===== src/rtl/ahb_arb_pkg.sv =====
// ahb_arb_pkg
//   Shared types and constants for the two-master AHB-style bus arbiter.
//   arb_state_t  : transfer sequencer state (idle / address phase / data phase)
//   arb_owner_t  : which master owns the current transfer (0 = M0, 1 = M1)
//   ARB_TIMEOUT_DEFAULT : default data-phase wait limit before abort
package ahb_arb_pkg;

  typedef enum logic [1:0] {
    ARB_IDLE = 2'd0,
    ARB_ADDR = 2'd1,
    ARB_DATA = 2'd2
  } arb_state_t;

  typedef logic arb_owner_t;

  localparam arb_owner_t ARB_OWNER_M0 = 1'b0;
  localparam arb_owner_t ARB_OWNER_M1 = 1'b1;

  localparam int ARB_TIMEOUT_DEFAULT = 255;

endpackage


===== src/rtl/ahb_arb_pick.sv =====
// ahb_arb_pick
//   Combinational winner selection between two requesters. All policy lives
//   here so the transfer sequencer does not care which policy is built.
//   Build option: AHB_ARB_ROUND_ROBIN_EN
//     defined   : on contention the master that did not win last is chosen
//     undefined : fixed priority, M0 always wins contention (i_last ignored)
//   i_req[1:0] : already-masked requests, bit 0 = M0, bit 1 = M1
//   i_last     : owner of the previous grant
//   o_valid    : at least one requester
//   o_winner   : chosen master (0 = M0, 1 = M1), meaningful when o_valid
module ahb_arb_pick (
  input  logic [1:0] i_req,
  input  logic       i_last,
  output logic       o_valid,
  output logic       o_winner
);

  assign o_valid = |i_req;

`ifdef AHB_ARB_ROUND_ROBIN_EN
  // A lone requester wins outright; on contention the other master from last time wins.
  assign o_winner = (i_req == 2'b11) ? ~i_last : i_req[1];
`else
  logic w_unused_last;
  assign w_unused_last = i_last;
  assign o_winner      = i_req[1] & ~i_req[0];
`endif

endmodule


===== src/rtl/flopenr.sv =====
// flopenr
//   Generic register with load enable and asynchronous active-low reset.
//   clk   : clock (posedge)
//   rst_n : asynchronous active-low reset, loads RST
//   en    : load enable; q holds when low
//   d / q : data in / registered data out (W bits)
module flopenr #(
  parameter int           W   = 1,
  parameter logic [W-1:0] RST = '0
) (
  input  logic         clk,
  input  logic         rst_n,
  input  logic         en,
  input  logic [W-1:0] d,
  output logic [W-1:0] q
);

  always_ff @(posedge clk or negedge rst_n) begin
    if (!rst_n)  q <= RST;
    else if (en) q <= d;
  end

endmodule


===== src/rtl/ahb_master_arbiter.sv =====
// ahb_master_arbiter
//   Shares one AHB-style bus between M0 (data-side memory stage) and
//   M1 (instruction fetch). Each transfer runs IDLE -> ADDR -> DATA -> IDLE;
//   a watchdog aborts data phases the slave never completes.
//   Build option: AHB_ARB_ROUND_ROBIN_EN selects round-robin arbitration
//   (otherwise fixed priority, M0 first).
//
//   Handshake: a master raises mX_req with stable mX_addr/mX_write/mX_wdata
//   and holds it until it sees mX_ready high for one cycle; that cycle ends
//   the transfer (mX_rdata valid, mX_err set on timeout). A request still
//   high during its own ready cycle is ignored, so one request is served once.
//
// Ports
//   HCLK, HRESETn              : clock, asynchronous active-low reset
//   m0_*/m1_* req,addr,write,wdata : master requests
//   m0_*/m1_* rdata,ready,err  : registered completion to each master
//   HREQUEST, HADDR, HWRITE    : address phase (zero outside ADDR)
//   HWDATA                     : data-phase write data (zero outside DATA)
//   HRDATA, HREADY             : slave response
//   o_dbg_state                : current sequencer state (arb_state_t encoding)
module ahb_master_arbiter
  import ahb_arb_pkg::*;
#(
  parameter int TIMEOUT_CYCLES = ARB_TIMEOUT_DEFAULT
) (
  input  logic        HCLK,
  input  logic        HRESETn,
  input  logic        m0_req,
  input  logic [31:0] m0_addr,
  input  logic        m0_write,
  input  logic [31:0] m0_wdata,
  output logic [31:0] m0_rdata,
  output logic        m0_ready,
  output logic        m0_err,
  input  logic        m1_req,
  input  logic [31:0] m1_addr,
  input  logic        m1_write,
  input  logic [31:0] m1_wdata,
  output logic [31:0] m1_rdata,
  output logic        m1_ready,
  output logic        m1_err,
  output logic        HREQUEST,
  output logic [31:0] HADDR,
  output logic        HWRITE,
  output logic [31:0] HWDATA,
  input  logic [31:0] HRDATA,
  input  logic        HREADY,
  output logic [1:0]  o_dbg_state
);

  localparam int            CW       = $clog2(TIMEOUT_CYCLES + 1);
  localparam logic [CW-1:0] CNT_LAST = CW'(TIMEOUT_CYCLES - 1);
  localparam logic [CW-1:0] CNT_MAX  = '1;

  arb_state_t    r_state;
  logic [CW-1:0] r_cnt;
  logic          r_hrequest, r_hwrite;
  logic [31:0]   r_haddr, r_hwdata;
  logic          r_m0_ready, r_m1_ready, r_m0_err, r_m1_err;
  logic [31:0]   r_m0_rdata, r_m1_rdata;

  logic [31:0]   r_addr_unused_q, r_wdata;
  logic          r_write;
  arb_owner_t    r_owner;

  logic [1:0]    w_req;
  logic          w_valid, w_grant, w_last;
  arb_owner_t    w_winner;
  logic [31:0]   w_sel_addr, w_sel_wdata;
  logic          w_sel_write;

  // A master completing this cycle still has req high; drop it from arbitration.
  assign w_req = {m1_req & ~r_m1_ready, m0_req & ~r_m0_ready};

  ahb_arb_pick u_pick (
    .i_req   (w_req),
    .i_last  (w_last),
    .o_valid (w_valid),
    .o_winner(w_winner)
  );

  assign w_grant     = (r_state == ARB_IDLE) && w_valid;
  assign w_sel_addr  = w_winner ? m1_addr  : m0_addr;
  assign w_sel_write = w_winner ? m1_write : m0_write;
  assign w_sel_wdata = w_winner ? m1_wdata : m0_wdata;

`ifdef AHB_ARB_ROUND_ROBIN_EN
  // Resets to M1 so that M0 wins the first contention.
  flopenr #(.W(1), .RST(1'b1)) u_last (
    .clk(HCLK), .rst_n(HRESETn), .en(w_grant), .d(w_winner), .q(w_last)
  );
`else
  assign w_last = 1'b1;
`endif

  // Transfer context captured at grant. The address is driven on HADDR
  // directly from the grant-cycle selection, so its copy here is not read.
  flopenr #(.W(32)) u_addr (
    .clk(HCLK), .rst_n(HRESETn), .en(w_grant), .d(w_sel_addr), .q(r_addr_unused_q)
  );
  flopenr #(.W(32)) u_wdata (
    .clk(HCLK), .rst_n(HRESETn), .en(w_grant), .d(w_sel_wdata), .q(r_wdata)
  );
  flopenr #(.W(2)) u_ctl (
    .clk(HCLK), .rst_n(HRESETn), .en(w_grant),
    .d({w_sel_write, w_winner}), .q({r_write, r_owner})
  );

  // Sequencer with registered bus and completion outputs. Every output
  // defaults to zero each cycle and is set only in the state that owns it.
  always_ff @(posedge HCLK or negedge HRESETn) begin
    if (!HRESETn) begin
      r_state    <= ARB_IDLE;
      r_cnt      <= '0;
      r_hrequest <= 1'b0;
      r_haddr    <= '0;
      r_hwrite   <= 1'b0;
      r_hwdata   <= '0;
      r_m0_ready <= 1'b0;
      r_m1_ready <= 1'b0;
      r_m0_err   <= 1'b0;
      r_m1_err   <= 1'b0;
      r_m0_rdata <= '0;
      r_m1_rdata <= '0;
    end else begin
      r_hrequest <= 1'b0;
      r_haddr    <= '0;
      r_hwrite   <= 1'b0;
      r_hwdata   <= '0;
      r_m0_ready <= 1'b0;
      r_m1_ready <= 1'b0;
      r_m0_err   <= 1'b0;
      r_m1_err   <= 1'b0;
      r_m0_rdata <= '0;
      r_m1_rdata <= '0;
      case (r_state)
        ARB_IDLE: begin
          if (w_grant) begin
            r_state    <= ARB_ADDR;
            r_hrequest <= 1'b1;
            r_haddr    <= w_sel_addr;
            r_hwrite   <= w_sel_write;
          end
        end
        ARB_ADDR: begin
          r_state  <= ARB_DATA;
          r_cnt    <= '0;
          r_hwdata <= r_wdata;
        end
        ARB_DATA: begin
          if (HREADY) begin
            r_state <= ARB_IDLE;
            if (r_owner == ARB_OWNER_M1) begin
              r_m1_ready <= 1'b1;
              r_m1_rdata <= r_write ? 32'h0 : HRDATA;
            end else begin
              r_m0_ready <= 1'b1;
              r_m0_rdata <= r_write ? 32'h0 : HRDATA;
            end
          end else if (r_cnt == CNT_LAST) begin
            r_state <= ARB_IDLE;
            if (r_owner == ARB_OWNER_M1) begin
              r_m1_ready <= 1'b1;
              r_m1_err   <= 1'b1;
            end else begin
              r_m0_ready <= 1'b1;
              r_m0_err   <= 1'b1;
            end
          end else begin
            r_hwdata <= r_wdata;
            if (r_cnt != CNT_MAX) r_cnt <= r_cnt + 1'b1;
          end
        end
        default: r_state <= ARB_IDLE;
      endcase
    end
  end

  assign HREQUEST    = r_hrequest;
  assign HADDR       = r_haddr;
  assign HWRITE      = r_hwrite;
  assign HWDATA      = r_hwdata;
  assign m0_ready    = r_m0_ready;
  assign m1_ready    = r_m1_ready;
  assign m0_err      = r_m0_err;
  assign m1_err      = r_m1_err;
  assign m0_rdata    = r_m0_rdata;
  assign m1_rdata    = r_m1_rdata;
  assign o_dbg_state = r_state;

endmodule


===== config.mk =====
export PLATFORM = sky130hd
export DESIGN_NAME = ahb_master_arbiter
export DESIGN_NICKNAME = d
export VERILOG_FILES = /design/src/rtl/ahb_arb_pkg.sv /design/src/rtl/ahb_arb_pick.sv /design/src/rtl/flopenr.sv /design/src/rtl/ahb_master_arbiter.sv
export SDC_FILE = /design/constraint.sdc
export NUM_CORES = 1
export LEC_CHECK = 0
export ABC_AREA = 0
export BUFFER_PORTS_ARGS = -buffer_cell sky130_fd_sc_hd__buf_2
export CORE_ASPECT_RATIO = 0.75
export CORE_MARGIN = 10
export CORE_UTILIZATION = 49
export CTS_CLUSTER_SIZE = 24
export DETAILED_ROUTE_END_ITERATION = 8
export GPL_TIMING_DRIVEN = 0
export PLACE_DENSITY = 0.86
export SETUP_SLACK_MARGIN = 0.05
export SLEW_MARGIN = 30
export SYNTH_ARGS = -nofsm -noshare
export SYNTH_HDL_FRONTEND = slang
export SYNTH_SLANG_ARGS = --single-unit

===== constraint.sdc =====
create_clock -name HCLK -period 3.1 [get_ports HCLK]
set_clock_uncertainty 0.2 [all_clocks]
set_input_delay 0.62 -clock HCLK [delete_from_list [all_inputs] [get_ports HCLK]]
set_output_delay 0.62 -clock HCLK [all_outputs]
set_load 0.005 [all_outputs]

==> flow_summary_export.csv <==
group,metric,value,unit
outcome,outcome,"finished, final reports clean",
die,initial_core_util,49.7,%
drt,drt-initial-drc-count,427,
hold_path,min_path_type,"in2reg",
grt,grt_max_degree,77,
drt,firstDrtPassIters,4,
critical_path,r2r_slack,940,ps
sta,period_minus_slack,2160,ps
synth,postSynthCellCount,550,
synth,synth_fp_nets,723,
die,core.rowCount,37,
grt,grt_pass1_vias,5591,
finish,design_area,9180,µm²
finish,drive_gt1_share,41.6,%
clock_network,path_clk_slew,70,ps
clock_network,clock-sinks,178,
clock_network,htree_levels,4,
synth,yosysTopAreaCell,"dfrtp_1",
drt,vias,5320,
die,fp.dieH,122,µm
synth,synth-compound-area-share,8.21,%
finish,final-seq-area,4450,µm²
clock_network,clk_path_buf_depth,2,
drt,wirelength,20000,µm
sta,hold_ws,207,ps
grt,antenna_found_initial,1,
synth,synth_ff_type,"dfrtp_1",
critical_path,critPathLaunchType,"flop",
critical_path,required,3260,ps
sta,setup_tns,0,ps
critical_path,cp.arrival,2330,ps
synth,synth_xor_area_share,0.259,%
die,core_region_area,13600,µm²
critical_path,endpoint_kind,"flop",
synth,synth-seq-area-share,65.8,%
placed_design,dp_hpwl,15600,µm
grt,gr-usage-all-layers,20.9,%
grt,grt-ovfl-total,0,
pwr,p_leak,0.00528,µW
synth,netlist_area,6770,µm²
synth,synth.most_common_cell,"dfrtp_1",
sta,tightestPinTransition,484,ps
finish,fin_nets,1047,
synth,synth_top_cells_by_area,"dfrtp_1 66%, and2_1 6.0%, mux2i_1 4.9%",
placed_design,placed_area,8560,µm²
clock_network,cts_buffers,17,
sta,rsz0062_at_grt,"no",
pwr,power_density,788,nW/µm²
sta,maxSlewViolCount,0,
sta,finalCritPeriodShare,69.8,%
clock_network,cts_resized,0,
sta,setup_viol,0,
synth,avgSynthCellArea,12.3,µm²
finish,instances_no_fill,1064,
die,dieArea,19000,µm²
clock_network,postCtsHoldBufs,1,
finish,multi_input_area,2040,µm²
clock_network,root_buffer,"clkbuf_16",
synth,synth_top_family_by_area,"simple AND/OR/NAND/NOR gates",
clock_network,insertion_delay,430,ps
critical_path,crit_chain,"inv_1 > ha_1 > buf_2 > nand2_1 > nor3_2 > clkbuf_1 > and2_1",
grt,grt_pass1_wl,30900,µm
finish,n_fill_cell,983,
sta,max_freq,0.462,GHz
synth,yosysTopAreaCellShare,65.8,%
synth,synth.distinct_cells,44,
drt,ant_nets,0,
synth,synth_edf_count,0,
die,io_pins,303,
drt,avgRoutedWirePerCell,18.8,µm
synth,synthAdderAreaFrac,1.11,%
synth,yosys-top-cells-count,"178 x dfrtp_1, 65 x and2_1, 38 x nand2_1",
synth,synthMuxAreaShare,4.88,%
placed_design,place_inst,1029,
clock_network,cts_setup_buffers,0,
finish,syn_to_final_growth,35.6,%
pwr,ir_worst_vdd,0.473,mV
critical_path,critical_path_class,"reg2reg",
synth,synth_seq_cells,178,
synth,synthArstFlopShare,100,%
pwr,p_total,7230,µW
synth,synth-simple-area-share,15.8,%
critical_path,slowest_stage,"dfrtp_1",
run,cap_violations,0,
synth,ys_warn_count,0,
placed_design,routabilityCongestion,0.856,
sta,hold_viol,0,
placed_design,port_buffers,302,
drt,drt_drc_violations_left,0,
critical_path,crit_path_max_fanout,10,
die,die-width,156,µm
drt,vias_per_cell,5.00,
critical_path,crit_path_max_incr_delay,430,ps
clock_network,cts_tree,"yes",
sta,max-slew-margin-rel,67.7,%
==> worst max-delay path: cells and delay by family, from the launching register on <==
family	cells	cell delay [ps]
DFF	1	430
and+or+nand+nor	3	620
buffers and inverters	3	680
adders and majority gates	1	160
==> metal layers <==
layer,wire length [µm],global-route usage (%),vias to the layer above
met1,7300,23.9,2583
li1,-,-,2520
met2,10600,36.1,192
met5,0,0,-
met4,406,8.63,0
met3,1630,6.34,25
==> placed cells by master, fill, tap and decap left out, drive strengths merged, types with 6 or more instances in the layout <==
cell type / count
inv: 15
and3: 35
ha: 6
o22ai: 33
dfrtp: 178
o21ai: 38
buf: 327
nand2: 39
mux2i: 33
clkbuf: 33
nor2: 37
and2: 65
==> worst paths after layout <==
| kind | from | endpoint | cells past startpoint |
|---|---|---|---|
| min reg2reg | u_wdata.q[27] | u_wdata.q[27] | 2 |
| max reg2reg | o_dbg_state[0] | m1_rdata[10] | 7 |
| max | o_dbg_state[0] | m1_rdata[10] | 7 |
| max in group asynchronous | HRESETn | m1_rdata[7] | 4 |
| min | HRDATA[16] | m1_rdata[16] | 2 |
| min in group asynchronous | HRESETn | HADDR[6] | 2 |
==> cell families (layout without fill, tap and decap cells) <==
logic type | after synthesis | in the layout
compound gates | 90 | 90
xor+xnor | 2 | 2
fa+ha+maj | 6 | 6
simple gates | 195 | 195
other cells | 0 | 2
mux | 33 | 33
flops | 178 | 178
buf+inv | 46 | 383
==> cell type report <==
cell class / count / area share [%]
Clock inverter: 13 / 1.58
Sequential cell: 178 / 48.5
Antenna cell: 2 / 0.0545
Multi-Input combinational cell: 326 / 22.3
Buffer: 37 / 2.56
Clock buffer: 19 / 4.94
Inverter: 9 / 0.368
Tap cell: 175 / 2.39
Timing Repair Buffer: 305 / 17.3
==> sequential cells by signal, indices dropped and copies added, names as in the netlist <==
register and count:
m1_err 1, u_wdata.q 32, HWRITE 1, m1_ready 1, m0_rdata 32, m0_err 1
u_ctl.q 2, HREQUEST 1, m0_ready 1, m1_rdata 32, r_cnt 8, o_dbg_state 2
HWDATA 32, HADDR 32
==> per-stage QoR <==
stage	utilization, %	setup WS [ps]
after CTS	67.4	903
after floorplan	-	1330
after global placement	62.4	-1400
final	67.4	937
after global routing	67.4	710
after detailed placement	62.9	905
==> power breakdown <==
part	switching (µW)	internal (µW)	leakage [µW]	total, µW
Combinational	1170	821	0.00261	1990
Clock	954	1180	0.000293	2140
Sequential	223	2890	0.00238	3110
Total	2340	4890	0.00528	7230
Note: power is estimated with default switching activity, not from simulation.
